==> config.mk <==
export PLATFORM = sky130hd
export DESIGN_NAME = lake_lsu
export DESIGN_NICKNAME = d
export VERILOG_FILES = /design/src/rtl/lake_pkg.sv /design/src/rtl/lake_lsu_align.sv /design/src/rtl/lake_lsu.sv
export SDC_FILE = /design/constraint.sdc
export NUM_CORES = 1
export LEC_CHECK = 0
export ABC_AREA = 1
export BUFFER_PORTS_ARGS = -buffer_cell sky130_fd_sc_hd__buf_2
export CAP_MARGIN = 20
export CORE_MARGIN = 5
export CORE_UTILIZATION = 50
export CTS_CLUSTER_SIZE = 28
export DETAILED_ROUTE_END_ITERATION = 16
export GPL_ROUTABILITY_DRIVEN = 0
export HOLD_SLACK_MARGIN = 0.1
export PLACE_DENSITY = 0.8
export SYNTH_ARGS = -nofsm -noshare
export SYNTH_HDL_FRONTEND = slang
export SYNTH_HIERARCHICAL = 1
export SYNTH_SLANG_ARGS = --single-unit
export TNS_END_PERCENT = 30
==> constraint.sdc <==
create_clock -name i_clk -period 4.1 [get_ports i_clk]
set_clock_uncertainty 0.05 [all_clocks]
set_input_delay 0.205 -clock i_clk [delete_from_list [all_inputs] [get_ports i_clk]]
set_output_delay 0.205 -clock i_clk [all_outputs]
set_load 0.02 [all_outputs]
==> src/rtl/lake_pkg.sv <==
// Shared definitions for the lake load/store unit: funct3 encodings,
// FSM state type and access-size type.
package lake_pkg;

  // Load/store funct3 encodings (stores share B/H/W with loads)
  localparam logic [2:0] F3_B  = 3'b000;
  localparam logic [2:0] F3_H  = 3'b001;
  localparam logic [2:0] F3_W  = 3'b010;
  localparam logic [2:0] F3_BU = 3'b100;
  localparam logic [2:0] F3_HU = 3'b101;

  typedef enum logic [1:0] {
    IDLE = 2'd0,
    REQ  = 2'd1,
    RESP = 2'd2
  } lsu_state_t;

  typedef enum logic [1:0] {
    BYTE = 2'd0,
    HALF = 2'd1,
    WORD = 2'd2
  } lsu_size_t;

endpackage

==> src/rtl/lake_lsu_align.sv <==
// Lane alignment for the LSU: byte-enable generation and write-data
// replication for the request being accepted, and extraction plus
// sign/zero extension of the read word for the load in flight.
// Purely combinational.
module lake_lsu_align
  import lake_pkg::*;
(
  input  logic [1:0]  st_size_i,
  input  logic [1:0]  st_off_i,
  input  logic [31:0] wdata_i,
  output logic [3:0]  be_o,
  output logic [31:0] wdata_o,
  input  logic [1:0]  ld_size_i,
  input  logic [1:0]  ld_off_i,
  input  logic        ld_sign_i,
  input  logic [31:0] rdata_i,
  output logic [31:0] rdata_o
);

  logic [31:0] shifted;

  // Byte enables and lane replication for the outgoing access
  always_comb begin
    // NOTE: every output gets a default first so no path leaves it unassigned (no latch).
    be_o    = 4'b1111;
    wdata_o = wdata_i;
    case (st_size_i)
      BYTE: begin
        be_o    = 4'b0001 << st_off_i;
        wdata_o = {4{wdata_i[7:0]}};
      end
      HALF: begin
        be_o    = 4'b0011 << st_off_i;
        wdata_o = {2{wdata_i[15:0]}};
      end
      default: ;
    endcase
  end

  // Move the addressed lane down to bit 0, then extend to 32 bits
  always_comb begin
    shifted = rdata_i >> {ld_off_i, 3'b000};
    rdata_o = shifted;
    case (ld_size_i)
      BYTE:    rdata_o = {{24{ld_sign_i & shifted[7]}}, shifted[7:0]};
      HALF:    rdata_o = {{16{ld_sign_i & shifted[15]}}, shifted[15:0]};
      default: ;
    endcase
  end

endmodule

==> src/rtl/lake_lsu.sv <==
// Lake load/store unit: accepts one load/store from execute, issues a
// single word-aligned memory request, and returns a one-cycle done pulse
// (with fault for misaligned/illegal accesses or timeout).
// Optional feature macro: LAKE_LSU_TIMEOUT_EN enables the REQ-state
// timeout counter (TIMEOUT_CYCLES); without it REQ waits for ack forever.
module lake_lsu
  import lake_pkg::*;
#(
  parameter int TIMEOUT_CYCLES = 256
) (
  input  logic        i_clk,
  input  logic        i_rst,
  input  logic        i_valid,
  output logic        o_ready,
  input  logic [31:0] i_addr,
  input  logic [31:0] i_wdata,
  input  logic        i_we,
  input  logic [2:0]  i_funct3,
  output logic        o_done,
  output logic [31:0] o_rdata,
  output logic        o_fault,
  output logic        o_mem_req,
  input  logic        i_mem_ack,
  output logic [31:0] o_mem_addr,
  output logic        o_mem_we,
  output logic [3:0]  o_mem_be,
  output logic [31:0] o_mem_wdata,
  input  logic [31:0] i_mem_rdata
);

  lsu_state_t  state_q, state_d;

  logic [29:0] addr_q;
  logic        we_q;
  logic [3:0]  be_q;
  logic [31:0] wdata_q;
  lsu_size_t   size_q;
  logic        sign_q;
  logic [1:0]  off_q;
  logic        fault_q;
  logic [31:0] rdata_q;

  lsu_size_t   req_size;
  logic        req_sign;
  logic        req_fault;
  logic        accept;
  logic        tmo_hit;

  logic [3:0]  st_be;
  logic [31:0] st_wdata;
  logic [31:0] ld_rdata;

  assign accept = i_valid && (state_q == IDLE);

  // Decode access size, signedness and fault conditions of the request
  always_comb begin
    req_size  = WORD;
    req_sign  = 1'b0;
    req_fault = 1'b0;
    case (i_funct3)
      F3_B:  begin req_size = BYTE; req_sign = 1'b1; end
      F3_H:  begin req_size = HALF; req_sign = 1'b1; req_fault = i_addr[0]; end
      F3_W:  begin req_size = WORD; req_fault = |i_addr[1:0]; end
      F3_BU: begin req_size = BYTE; req_fault = i_we; end
      F3_HU: begin req_size = HALF; req_fault = i_we | i_addr[0]; end
      default: req_fault = 1'b1;
    endcase
  end

  lake_lsu_align u_align (
    .st_size_i (req_size),
    .st_off_i  (i_addr[1:0]),
    .wdata_i   (i_wdata),
    .be_o      (st_be),
    .wdata_o   (st_wdata),
    .ld_size_i (size_q),
    .ld_off_i  (off_q),
    .ld_sign_i (sign_q),
    .rdata_i   (i_mem_rdata),
    .rdata_o   (ld_rdata)
  );

`ifdef LAKE_LSU_TIMEOUT_EN
  localparam int CNT_W = $clog2(TIMEOUT_CYCLES) + 1;
  logic [CNT_W-1:0] cnt_q;

  assign tmo_hit = (state_q == REQ) && (cnt_q == CNT_W'(TIMEOUT_CYCLES - 1));

  // Count REQ cycles; cleared on every accept so each request starts at 0
  always_ff @(posedge i_clk or posedge i_rst) begin
    if (i_rst) begin
      cnt_q <= '0;
    end else if (accept) begin
      cnt_q <= '0;
    end else if (state_q == REQ) begin
      cnt_q <= cnt_q + CNT_W'(1);
    end
  end
`else
  assign tmo_hit = 1'b0;
`endif

  // State register
  always_ff @(posedge i_clk or posedge i_rst) begin
    // NOTE: sequential state uses non-blocking assignments so all registers update together.
    if (i_rst) state_q <= IDLE;
    else       state_q <= state_d;
  end

  // Next-state logic
  always_comb begin
    state_d = state_q;
    case (state_q)
      IDLE:    if (accept) state_d = req_fault ? RESP : REQ;
      REQ:     if (i_mem_ack || tmo_hit) state_d = RESP;
      RESP:    state_d = IDLE;
      default: state_d = IDLE;
    endcase
  end

  // FSM-derived outputs
  always_comb begin
    o_ready   = (state_q == IDLE);
    o_mem_req = (state_q == REQ);
    o_done    = (state_q == RESP);
    o_fault   = (state_q == RESP) && fault_q;
  end

  // Request capture on accept, fault tracking and load-result update
  always_ff @(posedge i_clk or posedge i_rst) begin
    if (i_rst) begin
      addr_q  <= '0;
      we_q    <= 1'b0;
      be_q    <= '0;
      wdata_q <= '0;
      size_q  <= BYTE;
      sign_q  <= 1'b0;
      off_q   <= '0;
      fault_q <= 1'b0;
      rdata_q <= '0;
    end else begin
      if (accept) begin
        fault_q <= req_fault;
        // Faulting requests never reach memory, so the bus fields stay put
        if (!req_fault) begin
          addr_q  <= i_addr[31:2];
          we_q    <= i_we;
          be_q    <= st_be;
          wdata_q <= st_wdata;
          size_q  <= req_size;
          sign_q  <= req_sign;
          off_q   <= i_addr[1:0];
        end
      end
      if (state_q == REQ) begin
        if (i_mem_ack) begin
          fault_q <= 1'b0;
          if (!we_q) rdata_q <= ld_rdata;
        end else if (tmo_hit) begin
          fault_q <= 1'b1;
        end
      end
    end
  end

  assign o_mem_addr  = {addr_q, 2'b00};
  assign o_mem_we    = we_q;
  assign o_mem_be    = be_q;
  assign o_mem_wdata = wdata_q;
  assign o_rdata     = rdata_q;

endmodule

* Word-level counts from Yosys, hierarchy flattened
Cells that the tools add are included.
Widths: inputs -> output; s select.
** Word-level totals
- Flip-flop bits (word level) :: 107
- Output and inout bits :: 105
- Logic and storage cells :: 54
** Operators by class
- Equal/unequal tests :: 10
- Shift-type cells :: 3
- Mux-type cells :: 13
- Bitwise operators :: 5
- Reduce and logical (&&, ||, !) cells :: 13
** Operators with widths (count)
- $pmux 32 s2 :: 2
- $shr 32x5->32 :: 1
- $pmux 2 s2 :: 2
- $pmux 4 s2 :: 1
- $reduce_or 2->1 :: 4
- $eq 2x1->1 const B :: 3
- $eq 3x3->1 const B :: 2
- $logic_not 2->1 :: 3
- $mux 2 :: 3
- $pmux 1 s5 :: 1
- $mux 1 :: 4
- $ne 2x1->1 const B :: 2
- $reduce_and 2->1 :: 2
- $shl 1x2->4 const A :: 1
- $shl 2x2->4 const A :: 1
- $eq 3x1->1 const B :: 1
- $eq 3x2->1 const B :: 1
- $logic_not 3->1 :: 1
- $reduce_and 3->1 :: 1
- $and 1x1->1 :: 2
- $eq 2x2->1 const B :: 1
- $logic_and 1x1->1 :: 2
- $not 1->1 :: 2
- $or 1x1->1 :: 1

* Longest topological paths before layout
Gate-level depths: netlist (run 1).
- Depth in word-level cells :: 5
- Gate-level depth with buffers :: 9

* Modules after synthesis
Netlist (run 1), hierarchy kept.
** Modules (own cells, without submodules)
- lake_lsu :: instances 1, cells each 493, area an instance 4494.3 µm²
- lake_lsu_align :: instances 1, cells each 242, area an instance 1306.3 µm²

* Worst setup path before layout (run 1)
OpenSTA, ideal clock, no wires.
- Path type :: reg2reg
- From :: reg state_q[0]
- To :: reg we_q, in the netlist o_mem_we
- Library setup time :: 0.118 ns
- Data arrival time :: 1.270 ns
- Required time :: 3.932 ns
- Slack :: 2.662 ns
- Cell stages (with the launch flop) :: 8
- Path buffers :: 1
- Period minus slack after synthesis :: 1.438 ns
- Cell sequence :: dfrtp_1 nor2_2 nand2_2 inv_2 nand3_4 buf_6 nand2_1 nand2_1
** On the way
- Cells in the longest elaborated chain, start to end :: 3
** Ends and longest elaborated chain
- start, declared :: RTL line lake_lsu.sv:31 : lsu_state_t state_q, state_d;
- start signal, assigned :: RTL line lake_lsu.sv:107 : else state_q <= state_d;
- $logic_not 2->1
- net o_ready :: RTL line lake_lsu.sv:14 : output logic o_ready,
- $logic_and 1x1->1 :: RTL line lake_lsu.sv:53 : assign accept = i_valid && (state_q == IDLE);
- $reduce_and 2->1 (no line)
- end signal, assigned :: RTL line lake_lsu.sv:147 : we_q <= i_we;
- end, declared :: RTL line lake_lsu.sv:34 : logic we_q;
The timed path passes the listed nets, and every way through them passes these cells.
A chain may end at the register's enable or synchronous reset.

* Worst setup path in the final report (run 1)
- From :: reg off_q[0]
- To :: reg rdata_q[20], in the netlist o_rdata[20]
** On the way
- Cells in the longest elaborated chain, start to end :: 3
** Ends and longest elaborated chain
- start, declared :: RTL line lake_lsu.sv:39 : logic [1:0] off_q;
- start signal, assigned :: RTL line lake_lsu.sv:152 : off_q <= i_addr[1:0];
- $shr 32x5->32 (*) :: RTL line lake_lsu_align.sv:42 : shifted = rdata_i >> {ld_off_i, 3'b000};
- $and 1x1->1 (on tied branches) :: RTL line lake_lsu_align.sv:46, lake_lsu_align.sv:45
- $pmux 32 s2 (*) :: RTL line lake_lsu_align.sv:44 : case (ld_size_i)
- net ld_rdata[20] :: RTL line lake_lsu.sv:51 : logic [31:0] ld_rdata;
- end signal, assigned :: RTL line lake_lsu.sv:158 : if (!we_q) rdata_q <= ld_rdata;
- end, declared :: RTL line lake_lsu.sv:41 : logic [31:0] rdata_q;
The timed path passes the listed nets; every way through them passes the cells marked *.

==> impl_metrics.env, run 1 <==
export IMPL_status="finished, final reports clean"
export IMPL_yosys_warnings=6
export IMPL_remaining_drc_errors=0
export IMPL_holdPathStages=3
export IMPL_total_leakage_power_nw=4.24
export IMPL_timing_final_setup_violations=0
export IMPL_globalRouteOverflowTotal=0
export IMPL_grt_pass1_vias=5594
export IMPL_route_detailed_vias_per_inst=5.38
export IMPL_finalNetCount=1043
export IMPL_grt_setup_unrepaired="false"
export IMPL_setup_worst_path_end_class="register"
export IMPL_design_die_area_um2=13900
export IMPL_number_of_design_rule_violations_left_by_the_first_detailed_router_iteration=652
export IMPL_rr_endpoint="o_rdata[20]"
export IMPL_synth_cell_type_count=29
export IMPL_die_width_um=118
export IMPL_r2r_cells=8
export IMPL_yosysSeqAreaShare_pct=46.2
export IMPL_cpMaxStageDelayCell="sky130_fd_sc_hd__dfrtp_1"
export IMPL_tritoncts_num_sinks=107
export IMPL_holdCritPathClass="in2reg"
export IMPL_drive_above_1_share_pct=28.0
export IMPL_power_density_cell_area_nw_per_um2=614
export IMPL_start_util_pct=50.8
export IMPL_resized_cells_post_cts=0
export IMPL_grt_total_usage_pct=24.9
export IMPL_num_antenna_cells=0
export IMPL_cts_buffers_inserted=9
export IMPL_clock_tree_root_cell="sky130_fd_sc_hd__clkbuf_16"
export IMPL_setup_crit_start_kind="register"
export IMPL_cts_tree="yes"
export IMPL_most_common_layout_cells="308 x sky130_fd_sc_hd__nand2_1, 206 x sky130_fd_sc_hd__buf_2, 122 x sky130_fd_sc_hd__nand3_1"
export IMPL_wl_per_cell_um=16.0
export IMPL_critical_path_max_stage_delay_ns=0.65
export IMPL_syn_inst=735
export IMPL_postRouteAntennaNets=0
export IMPL_buffers_on_ports=206
export IMPL_place_area_um2=6570
export IMPL_dp_hpwl_um=11400
export IMPL_critPathMaxFanout=28
export IMPL_grt_antenna_before_repair=0
export IMPL_timing_reg2reg_setup_slack_ns=1.95
export IMPL_clock_tree_buffer_depth=2
export IMPL_hold_path_startpoint="i_addr[0]"
export IMPL_firstDrtPassIters=6
export IMPL_worst_skew_pair_late_latency_ns=0.35
export IMPL_top_cells_by_area_synth="sky130_fd_sc_hd__dfrtp_1 46%, sky130_fd_sc_hd__nand2_1 20%, sky130_fd_sc_hd__nand3_1 11%, sky130_fd_sc_hd__buf_6 4.9%, sky130_fd_sc_hd__o211ai_1 3.0%"
export IMPL_cts_clk_slew_worst_paths_ns=0.08
export IMPL_floorplan_core_area_um2=11400
export IMPL_hold_path_endpoint="off_q[0]"
export IMPL_crit_arrival_ns=2.34
export IMPL_vdd_ir_drop_max_mv=0.357
export IMPL_path_cells="buf_4 > inv_6 > nand2_1 > nand3_2 > nand3_4 > nand3_1 > nand3_1 > nand2_1"
export IMPL_syn_mean_instance_area_um2=7.89
export IMPL_min_period_over_period_pct=52.4
export IMPL_dieHeight_um=118
export IMPL_worstMarginPinSlew_ns=0.836
export IMPL_r2r_start="off_q[0]"
export IMPL_fmax_mhz=465
export IMPL_criticalPathCategory="reg2reg"
export IMPL_fp_row_count=39
export IMPL_vias=5848
export IMPL_pin_count_of_the_biggest_net_entering_global_routing=74
export IMPL_cp_data_required_time_ns=4.29
export IMPL_fin_area_um2=7280
export IMPL_top_ports=209
export IMPL_min_period_ns=2.15
export IMPL_synth_area_leader_cell="sky130_fd_sc_hd__dfrtp_1"
export IMPL_timing_max_transition_violations_final=0
export IMPL_timing_setup_tns_ns=0
export IMPL_total_length_of_routed_wires_um=17400
export IMPL_final_hold_viol_count=0
export IMPL_synthDominantCellAreaShare_pct=46.2
export IMPL_mostFrequentLayoutCell="sky130_fd_sc_hd__nand2_1"
export IMPL_max_slew_margin_rel_pct=44.3
export IMPL_area_delta_synth_final_pct=25.5
export IMPL_grt_first_pass_wirelength_um=28400
export IMPL_mapped_cell_area_um2=5800
export IMPL_yosys_register_bits=107
export IMPL_max_cap_violations=0
export IMPL_h_tree_depth=3
## sequential cells by signal, indices dropped and copies added, names as in the netlist
register / count
state_q: 2
addr_q: 30
fault_q: 1
o_mem_we: 1
off_q: 2
sign_q: 1
size_q: 2
o_mem_wdata: 32
o_mem_be: 4
o_rdata: 32
## stage by stage
step	hold WS [ns]	utilization (%)	instances	power (mW)	worst slack, ns
6_report	0.127	63.7	1087	4.47	1.95
5_1_grt	0.156	63.7	1087	4.76	1.74
4_1_cts	0.123	63.7	1087	4.45	1.96
2_1_floorplan	0.300	-	736	2.97	1.03
3_5_place_dp	0.252	57.5	1029	3.55	2.00
3_3_place_gp	0.253	57.5	1029	3.51	2.08
## layer usage
metal | wire length, um | track usage, %
met1 | 6920 | 32.5
met2 | 8200 | 39.1
met3 | 1740 | 6.78
met4 | 557 | 10.2
met5 | 0 | 0
## cells in the mapped netlist (all sizes together)
cell	count
buf	57
a21boi	1
nand2	315
a21oi	8
a22oi	7
nand4	1
dfrtp	107
clkbuf	4
nand3	137
o21ai	20
nor2	19
and2	1
conb	1
o211ai	23
nor3	1
inv	33
## how the worst max path moves through the flow
| stage | end | start | cells after the start |
|---|---|---|---|
| 2_1_floorplan | addr_q[0] | i_rst | 1 |
| 3_3_place_gp | o_rdata[18] | off_q[0] | 8 |
| 3_5_place_dp | o_rdata[20] | off_q[0] | 8 |
| 4_1_cts | o_rdata[20] | off_q[0] | 8 |
| 5_1_grt | o_rdata[16] | off_q[0] | 8 |
| 6_report | o_rdata[20] | off_q[0] | 8 |
## repair_timing
| item | 4_1_cts | 5_1_grt |
|---|---|---|
| hold buffers | 42 | 0 |
| setup buffers | 0 | 0 |
| endpoints found under the hold margin | 84 | 0 |
## cell type report
type | count | area, um^2
fillers | 1002 | 4140
flip-flops and latches | 107 | 2680
multi-input cells | 535 | 2510
repair buffers | 253 | 1490
clock buffers | 9 | 225
well taps | 143 | 179
inverters | 33 | 131
clock inverters | 7 | 67.6
## kinds of logic (layout without fill, tap and decap cells)
kind of cell	count (synthesis)	in the layout	synth area share (%)
simple gates	474	474	36.6
flops	107	107	46.2
buf+inv	94	302	10.7
compound gates	59	59	6.43
other cells	1	2	0.0646
## critical path: cells and delay by family (launching register included)
kind / cells / cell delay, ns
buffers and inverters: 2 / 0.49
flip-flops: 1 / 0.65
AND/OR/NAND/NOR: 6 / 0.82
## report_power, final
part           internal (mW)  switching [mW]
Sequential              1.43           0.264
Clock                  0.433           0.441
Combinational          0.623            1.27
No activity file was read; power rests on OpenSTA's default activity.
==> inputs of run 2 (changes only) <==
clock period = 2.2 ns   (was 4.1 ns; I/O delays follow)
==> run 2 against run 1 <==
Effect of this change:
- wire length is 3.7% higher
- total power rose by 89%
- sequential share of layout area fell by 1.3 points
- count of clock-buffer cells in the layout unchanged
- register-to-register slack worse by 1.4 ns
- critical endpoint is now o_mem_wdata[12]
- flip-flop and latch count did not move
- maximum frequency rose by 30%
==> impl_metrics.env, run 2 (synthesis gave the netlist of run 1 again) <==
export IMPL_cts_buffers_inserted=9
export IMPL_holdPathStages=5
export IMPL_min_period_ns=1.65
export IMPL_r2r_cells=7
export IMPL_fin_area_um2=7550
export IMPL_fill_cells=990
export IMPL_grt_pass1_vias=5955
export IMPL_firstDrtPassIters=7
export IMPL_worst_skew_pair_late_latency_ns=0.34
export IMPL_cts_tree="yes"
export IMPL_critPathMaxFanout=52
export IMPL_fp_row_count=39
export IMPL_clock_tree_buffer_depth=2
export IMPL_status="finished, final reports clean"
export IMPL_tritoncts_num_sinks=107
export IMPL_routed_top_layer="met5"
export IMPL_cts_hold_repair_buffers=59
export IMPL_numPlacedInstances=1035
export IMPL_vdd_ir_drop_max_mv=0.721
export IMPL_grt_setup_unrepaired="false"
export IMPL_place_area_um2=6650
export IMPL_drive_above_1_share_pct=27.9
export IMPL_criticalPathCategory="reg2reg"
export IMPL_relative_contribution_of_sequential_cells_to_total_power_pct=37.0
export IMPL_final_hold_viol_count=0
export IMPL_route_detailed_vias_per_inst=5.41
export IMPL_finalNonFillerCells=1111
export IMPL_floorplan_core_area_um2=11400
export IMPL_timing_max_transition_violations_final=0
export IMPL_routed_wl_met2_um=8780
export IMPL_pin_count_of_the_biggest_net_entering_global_routing=75
export IMPL_globalRouteOverflowTotal=0
export IMPL_remaining_drc_errors=0
export IMPL_setup_crit_start_kind="register"
export IMPL_total_power_mw=8.44
export IMPL_crit_arrival_ns=1.82
export IMPL_max_cap_violations=0
export IMPL_grt_first_pass_wirelength_um=29600
export IMPL_internal_power_mw=4.79
export IMPL_power_density_cell_area_nw_per_um2=1120
export IMPL_total_length_of_routed_wires_um=18100
export IMPL_cp_data_required_time_ns=2.36
export IMPL_number_of_design_rule_violations_left_by_the_first_detailed_router_iteration=715
export IMPL_h_tree_depth=3
export IMPL_power_share_combinational_pct=43.2
export IMPL_area_delta_synth_final_pct=30.2
export IMPL_dr_wl_met3_um=1640
export IMPL_min_period_over_period_pct=75.2
export IMPL_mostFrequentLayoutCell="sky130_fd_sc_hd__nand2_1"
export IMPL_p_sw_share_pct=43.2
export IMPL_total_leakage_power_nw=4.36
export IMPL_detail_route_wirelength_met1_um=7080
export IMPL_clock_tree_root_cell="sky130_fd_sc_hd__clkbuf_16"
export IMPL_cts_clk_slew_worst_paths_ns=0.08
export IMPL_finalNetCount=1066
export IMPL_vias=6005
export IMPL_design_die_area_um2=13900
export IMPL_resized_cells_post_cts=0
export IMPL_top_ports=209
export IMPL_postCtsSetupRepairBufs=0
export IMPL_dieHeight_um=118
export IMPL_most_common_layout_cells="308 x sky130_fd_sc_hd__nand2_1, 206 x sky130_fd_sc_hd__buf_2, 122 x sky130_fd_sc_hd__nand3_1"
export IMPL_holdCritPathClass="in2reg"
export IMPL_p_sw_mw=3.64
export IMPL_grt_antenna_before_repair=2
export IMPL_setup_worst_path_end_class="register"
export IMPL_timing_final_setup_violations=0
export IMPL_die_width_um=118
export IMPL_buffers_on_ports=206
export IMPL_fmax_mhz=604
export IMPL_power_share_clock_pct=19.8
export IMPL_postRouteAntennaNets=0
export IMPL_grt_total_usage_pct=25.7
export IMPL_wl_per_cell_um=16.3
export IMPL_timing_setup_tns_ns=0
export IMPL_dp_hpwl_um=11800
export IMPL_start_util_pct=50.8
## run 2: cell count changes in the layout (fill, tap and decap cells not counted)
cell	before	now
sky130_fd_sc_hd__buf_12	0	3
sky130_fd_sc_hd__buf_4	5	8
sky130_fd_sc_hd__bufinv_16	0	1
sky130_fd_sc_hd__clkinv_2	0	1
sky130_fd_sc_hd__clkinv_4	0	2
sky130_fd_sc_hd__clkinv_8	0	1
sky130_fd_sc_hd__diode_2	0	1
sky130_fd_sc_hd__dlygate4sd3_1	42	59
sky130_fd_sc_hd__inv_4	1	0
sky130_fd_sc_hd__inv_6	4	3
sky130_fd_sc_hd__inv_8	3	0
## run 2: worst paths after layout
check                       startpoint  slack (ns)         endpoint
setup / recovery            state_q[0]        0.55  o_mem_wdata[12]
setup reg to reg            state_q[0]        0.55  o_mem_wdata[12]
hold reg to reg            o_rdata[26]        0.42      o_rdata[26]
hold / removal             i_wdata[14]        0.13  o_mem_wdata[14]
max in group asynchronous        i_rst        1.34      o_rdata[16]
min in group asynchronous        i_rst        0.40  o_mem_wdata[15]
## run 2: layout make-up
cell class / instances / area (um^2) / share of cell area [%]
multi-input cells: 535 / 2510 / 33.2
well taps: 143 / 179 / 2.37
flip-flops and latches: 107 / 2680 / 35.4
inverters: 33 / 133 / 1.76
repair buffers: 276 / 1740 / 23.1
clock inverters: 7 / 86.3 / 1.14
clock buffers: 9 / 225 / 2.98
diodes: 1 / 2.50 / 0.0331
## run 2: critical path, stage by stage, from the launching register on
cell	delay, ns
sky130_fd_sc_hd__dfrtp_1	0.43
sky130_fd_sc_hd__nor2_2	0.15
sky130_fd_sc_hd__nand2_2	0.07
sky130_fd_sc_hd__inv_2	0.10
sky130_fd_sc_hd__nand3_4	0.24
sky130_fd_sc_hd__buf_12	0.28
sky130_fd_sc_hd__nand2_1	0.09
sky130_fd_sc_hd__nand2_1	0.08
## run 2: per-layer routing
metal,track usage [%],vias to the layer above
li1,-,2821
met1,32.2,2799
met2,42.5,326
met3,6.54,57
met4,10.3,2
met5,0,-
## run 2: power groups by stage
| stage | combinational, mW | sequential (mW) | clock, mW |
|---|---|---|---|
| after global routing | 3.99 | 3.20 | 1.77 |
| after CTS | 3.62 | 3.11 | 1.70 |
| after floorplan | 1.62 | 3.92 | 0 |
| after detailed placement | 3.54 | 3.12 | 0 |
| final | 3.65 | 3.12 | 1.67 |
| after global placement | 3.46 | 3.12 | 0 |
## run 2: stage by stage
| step | util (%) | hold WS [ns] | setup WS, ns |
|---|---|---|---|
| 2_1_floorplan | - | 0.205 | 0.752 |
| 3_3_place_gp | 58.2 | 0.221 | 0.469 |
| 3_5_place_dp | 58.2 | 0.221 | 0.485 |
| 4_1_cts | 66.1 | 0.101 | 0.595 |
| 5_1_grt | 66.2 | 0.133 | 0.462 |
| 6_report | 66.2 | 0.127 | 0.545 |
